`config.mk`:
```
export PLATFORM = sky130hd
export DESIGN_NAME = neuron_sgd_update
export DESIGN_NICKNAME = d
export VERILOG_FILES = /design/src/rtl/neuron_sgd_update.sv
export SDC_FILE = /design/constraint.sdc
export NUM_CORES = 2
export LEC_CHECK = 0
export BUFFER_PORTS_ARGS = -buffer_cell sky130_fd_sc_hd__clkbuf_2
export CORE_MARGIN = 2
export CORE_UTILIZATION = 50
export CTS_BUF_LIST = sky130_fd_sc_hd__clkbuf_8
export CTS_CLUSTER_SIZE = 16
export DETAILED_ROUTE_END_ITERATION = 10
export PLACE_DENSITY = 0.8
export REMOVE_ABC_BUFFERS = 1
export SYNTH_ARGS = -nofsm -noshare
export SYNTH_HDL_FRONTEND = slang
export SYNTH_SLANG_ARGS = --single-unit
```
`constraint.sdc`:
```
create_clock -name clk -period 36.3 [get_ports clk]
set_clock_uncertainty 0.05 [all_clocks]
set_input_delay 5.445 -clock clk [delete_from_list [all_inputs] [get_ports clk]]
set_output_delay 5.445 -clock clk [all_outputs]
set_load 0.01 [all_outputs]
```
`src/rtl/neuron_sgd_update.sv`:
```
// SGD weight/bias update stage for a single sigmoid neuron.
// Owns the neuron's weight and bias registers; each pass updates one element per cycle.
module neuron_sgd_update #(
  parameter int unsigned N    = 2,
  parameter int unsigned BITS = 16
) (
  input  logic                clk,
  input  logic                rst_n,
  input  logic                load_w,
  input  logic [N*BITS-1:0]   w_init,
  input  logic [BITS-1:0]     b_init,
  input  logic                start,
  input  logic [BITS-1:0]     dZ,
  input  logic [N*BITS-1:0]   x,
  input  logic [BITS-1:0]     lr,
  output logic                busy,
  output logic                done,
  output logic [N*BITS-1:0]   w,
  output logic [BITS-1:0]     b
);

  localparam int unsigned IdxW = $clog2(N + 1);
  localparam int unsigned Frac = 8;
  localparam int unsigned PW   = 2 * BITS;

  typedef enum logic [1:0] {StIdle, StLoad, StUpd, StDone} state_e;

  state_e                     state_q, state_d;
  logic [IdxW-1:0]            idx_q, idx_d;
  logic [BITS-1:0]            dz_q, dz_d;
  logic [BITS-1:0]            lr_q, lr_d;
  logic [N-1:0][BITS-1:0]     x_q, x_d;
  logic [N-1:0][BITS-1:0]     w_q, w_d;
  logic [BITS-1:0]            b_q, b_d;

  // Clip a wide signed value into the BITS-wide two's-complement range.
  function automatic logic [BITS-1:0] sat(input logic signed [PW-1:0] v);
    logic signed [PW-1:0] hi;
    logic signed [PW-1:0] lo;
    hi = '0;
    hi[BITS-2:0] = '1;
    lo = '1;
    lo[BITS-2:0] = '0;
    if (v > hi) begin
      return hi[BITS-1:0];
    end else if (v < lo) begin
      return lo[BITS-1:0];
    end else begin
      return v[BITS-1:0];
    end
  endfunction

  logic                   is_bias;
  logic [BITS-1:0]        x_sel;
  logic [BITS-1:0]        old_val;
  logic signed [PW-1:0]   prod_g;
  logic signed [PW-1:0]   prod_d;
  logic [BITS-1:0]        g;
  logic [BITS-1:0]        delta;
  logic signed [BITS:0]   diff;
  logic [BITS-1:0]        new_val;

  always_comb begin
    x_sel   = '0;
    old_val = b_q;
    for (int i = 0; i < N; i++) begin
      if (idx_q == IdxW'(i)) begin
        x_sel   = x_q[i];
        old_val = w_q[i];
      end
    end
    is_bias = (idx_q == IdxW'(N));
    prod_g  = $signed(dz_q) * $signed(x_sel);
    g       = is_bias ? dz_q : sat(prod_g >>> Frac);
    prod_d  = $signed(lr_q) * $signed(g);
    delta   = sat(prod_d >>> Frac);
    diff    = $signed({old_val[BITS-1], old_val}) - $signed({delta[BITS-1], delta});
    new_val = sat({{(PW-BITS-1){diff[BITS]}}, diff});
  end

  always_comb begin
    state_d = state_q;
    idx_d   = idx_q;
    dz_d    = dz_q;
    lr_d    = lr_q;
    x_d     = x_q;
    w_d     = w_q;
    b_d     = b_q;
    case (state_q)
      StIdle: begin
        // load_w has priority; a coincident start is dropped.
        if (load_w) begin
          state_d = StLoad;
        end else if (start) begin
          state_d = StUpd;
          dz_d    = dZ;
          lr_d    = lr;
          x_d     = x;
          idx_d   = '0;
        end
      end
      StLoad: begin
        w_d     = w_init;
        b_d     = b_init;
        state_d = StIdle;
      end
      StUpd: begin
        if (is_bias) begin
          b_d     = new_val;
          state_d = StDone;
        end else begin
          for (int i = 0; i < N; i++) begin
            if (idx_q == IdxW'(i)) w_d[i] = new_val;
          end
          idx_d = idx_q + IdxW'(1);
        end
      end
      StDone:  state_d = StIdle;
      default: state_d = StIdle;
    endcase
  end

  always_ff @(posedge clk or negedge rst_n) begin
    if (!rst_n) begin
      state_q <= StIdle;
      idx_q   <= '0;
      dz_q    <= '0;
      lr_q    <= '0;
      x_q     <= '0;
      w_q     <= '0;
      b_q     <= '0;
    end else begin
      state_q <= state_d;
      idx_q   <= idx_d;
      dz_q    <= dz_d;
      lr_q    <= lr_d;
      x_q     <= x_d;
      w_q     <= w_d;
      b_q     <= b_d;
    end
  end

  assign w    = w_q;
  assign b    = b_q;
  assign busy = (state_q == StUpd);
  assign done = (state_q == StDone);

endmodule

```
==> impl_metrics.py <==
metrics = {
    "status": {
        "status": "finished, final reports clean",
    },
    "clocking": {
        "clk_latency_ps": 600,
        "cts_tree": "done",
        "cts-resized-gates": 0,
        "clockRootBuffer": "clkbuf_8",
        "numCtsBuffers": 17,
        "htree_levels": 4,
        "cts_buffer_depth": 2,
        "cts.sinks": 116,
        "clk_pin_slew_worst_paths_ps": 120,
        "post_cts_buffers": 0,
        "holdBufCountCts": 0,
    },
    "routing": {
        "drc": 0,
        "vias_per_cell": 5.58,
        "num_vias": 21100,
        "routed_wl_um": 69900,
        "drt-wirelength-per-cell_um": 18.5,
        "firstDrtPassIters": 5,
        "drt.antenna.violating_nets": 0,
        "drtIter0Drc": 1622,
    },
    "synthesis": {
        "syn_inst": 2994,
        "synth_top_area_share_pct": 39.4,
        "yosysUniqueCellTypes": 83,
        "ys.flop_type": "dfrtp_1",
        "yosys.area.top_type": "fa_1",
        "synth_edf_count": 0,
        "syn_area_um2": 26600,
        "synth_warnings": 0,
        "synthTopCellsByCount": "642 x inv_1, 524 x fa_1, 368 x nand2_1",
        "yosysMostFrequentCell": "inv_1",
        "yosysSeqAreaShare_pct": 10.9,
        "syn_area_per_cell_um2": 8.89,
        "ys_ff_latch": 116,
        "synthTopCellsByArea": "fa_1 39%, dfrtp_1 11%, inv_1 9.0%",
        "synth-async-reset-ratio_pct": 100,
    },
    "final_layout": {
        "nets": 3886,
        "design_area_um2": 28300,
        "fin_cells": 3772,
        "drive_gt1_share_pct": 10.4,
        "area_delta_synth_final_pct": 6.40,
    },
    "place": {
        "place.gp.congestion": 0.944,
        "placedCellCount": 3739,
        "io_buffers": 165,
        "dp_hpwl_um": 56800,
        "post_dp_cell_area_um2": 28000,
    },
    "sta": {
        "fmax_ghz": 0.0486,
        "setup_violations": 0,
        "period_share_pct": 56.7,
        "relSlewSlack_pct": 4.42,
        "rsz0062_at_grt": "no",
        "fin_setup_tns_ps": 0,
        "worst_pin_slew_ps": 1430,
        "hold_viol": 0,
        "fin_crit_ps": 20560,
        "drv_slew": 0,
    },
    "global_route": {
        "antenna_found_initial": 0,
        "grt_util_all_layers_pct": 26.6,
        "grt_overflow": 0,
        "grt_pass1_wl_um": 117000,
        "grt_max_degree": 70,
        "grt_pass1_vias": 22100,
    },
    "worst_setup_path": {
        "cpPeakStageDelay_ps": 900,
        "worstRegToRegCells": 69,
        "critical_path.endpoint_type": "register",
        "crit_top_cell": "fa_1",
        "arrival_ps": 20960,
        "critPathKind": "register to register",
        "crit_slowest_cell": "nor2b_2",
        "crit_fanout": 18,
        "cp.required_ps": 36690,
        "setup.worst_path.start_class": "register",
    },
    "die": {
        "start_util_pct": 50.6,
        "die_x_um": 235,
        "die_y_um": 235,
        "rows": 84,
        "ios": 166,
        "core_area_um2": 52700,
        "die_area_um2": 55100,
    },
    "worst_hold_path": {
        "min_path_type": "register to register",
        "hold_depth": 1,
    },
    "run": {
        "cap_viol_max_count": 0,
    },
}
metal layers:
metal | share of wire (%) | up-vias | track usage (%)
met5 | 0 | - | 0
met4 | 2.7 | 0 | 8.09
met3 | 9.7 | 145 | 5.64
met2 | 46 | 984 | 41.5
met1 | 42 | 10500 | 37.5
li1 | - | 9384 | -
final timing paths:
kind | to | startpoint | slack, ps
hold / removal | x_q[25] | x_q[25] | 470
min in group asynchronous | state_q[1] | rst_n | 4910
hold reg to reg | x_q[25] | x_q[25] | 470
setup / recovery | b[1] | idx_q[0] | 15740
max in group asynchronous | w[29] | rst_n | 30060
setup reg to reg | b[1] | idx_q[0] | 15740
kinds of logic after synthesis:
kind of cell               count (synthesis)  synth area share (%)
and+or+nand+nor                          881                  15.4
AOI/OAI and AO/OA                        380                  9.53
DFF                                      116                  10.9
xor gates and xnor gates                  63                  2.07
adders and majority gates                700                  47.7
buffers and inverters                    776                  11.2
muxes                                     78                  3.19
per-stage QoR:
step                worst slack, ps  utilization (%)  hold slack [ps]
floorplan                     16980                -              409
CTS                           15920             53.8              468
detailed placement            15990             53.1              449
finish                        15740             53.8              466
global placement              16470             53.1              441
global route                  14280             53.8              480
area by class of cell:
type	instances	area (um^2)
fill	4648	24300
inverter	645	2420
clock buffer	18	248
clock inverter	14	128
multi-input combinational	2102	20800
sequential	116	2900
timing repair buffer	188	1000
antenna	1	2.50
tap	688	861
flip-flops by register name, summed over array words and instances, names as in the netlist:
| signal | cells |
|---|---|
| lr_q | 16 |
| idx_q | 2 |
| x_q | 32 |
| b | 16 |
| dz_q | 16 |
| state_q | 2 |
| w | 32 |
worst max-delay path, delay by kind of cell, from the launching register on:
kind	cells	cell delay [ps]
adders and majority gates	16	7970
AOI/OAI and AO/OA	27	6850
muxes	2	480
buffers and inverters	12	1280
and+or+nand+nor	12	3270
DFF	1	420
placed cells by master (no fill, tap or decap), drive strengths merged, types with 8 or more instances in the layout:
master | netlist | final
nand4 | 20 | 20
a21o | 37 | 37
o21a | 11 | 11
xnor2 | 48 | 48
a211oi | 12 | 12
o21ai | 68 | 68
xor2 | 15 | 15
dfrtp | 116 | 116
nor2 | 201 | 201
inv | 642 | 647
clkbuf | 100 | 182
nor3 | 25 | 25
a21oi | 93 | 93
a31oi | 64 | 64
nand2 | 368 | 368
and2 | 166 | 166
nand3 | 24 | 24
nand2b | 14 | 14
o21bai | 8 | 8
o211ai | 9 | 9
ha | 176 | 176
a22oi | 18 | 18
mux2 | 54 | 54
buf | 31 | 24
mux2i | 24 | 24
and3 | 14 | 14
nor2b | 10 | 10
fa | 524 | 524
a22o | 14 | 14
Power is not shown: default switching activity piles up to over one toggle a cycle in this logic, so the estimate is an artifact.
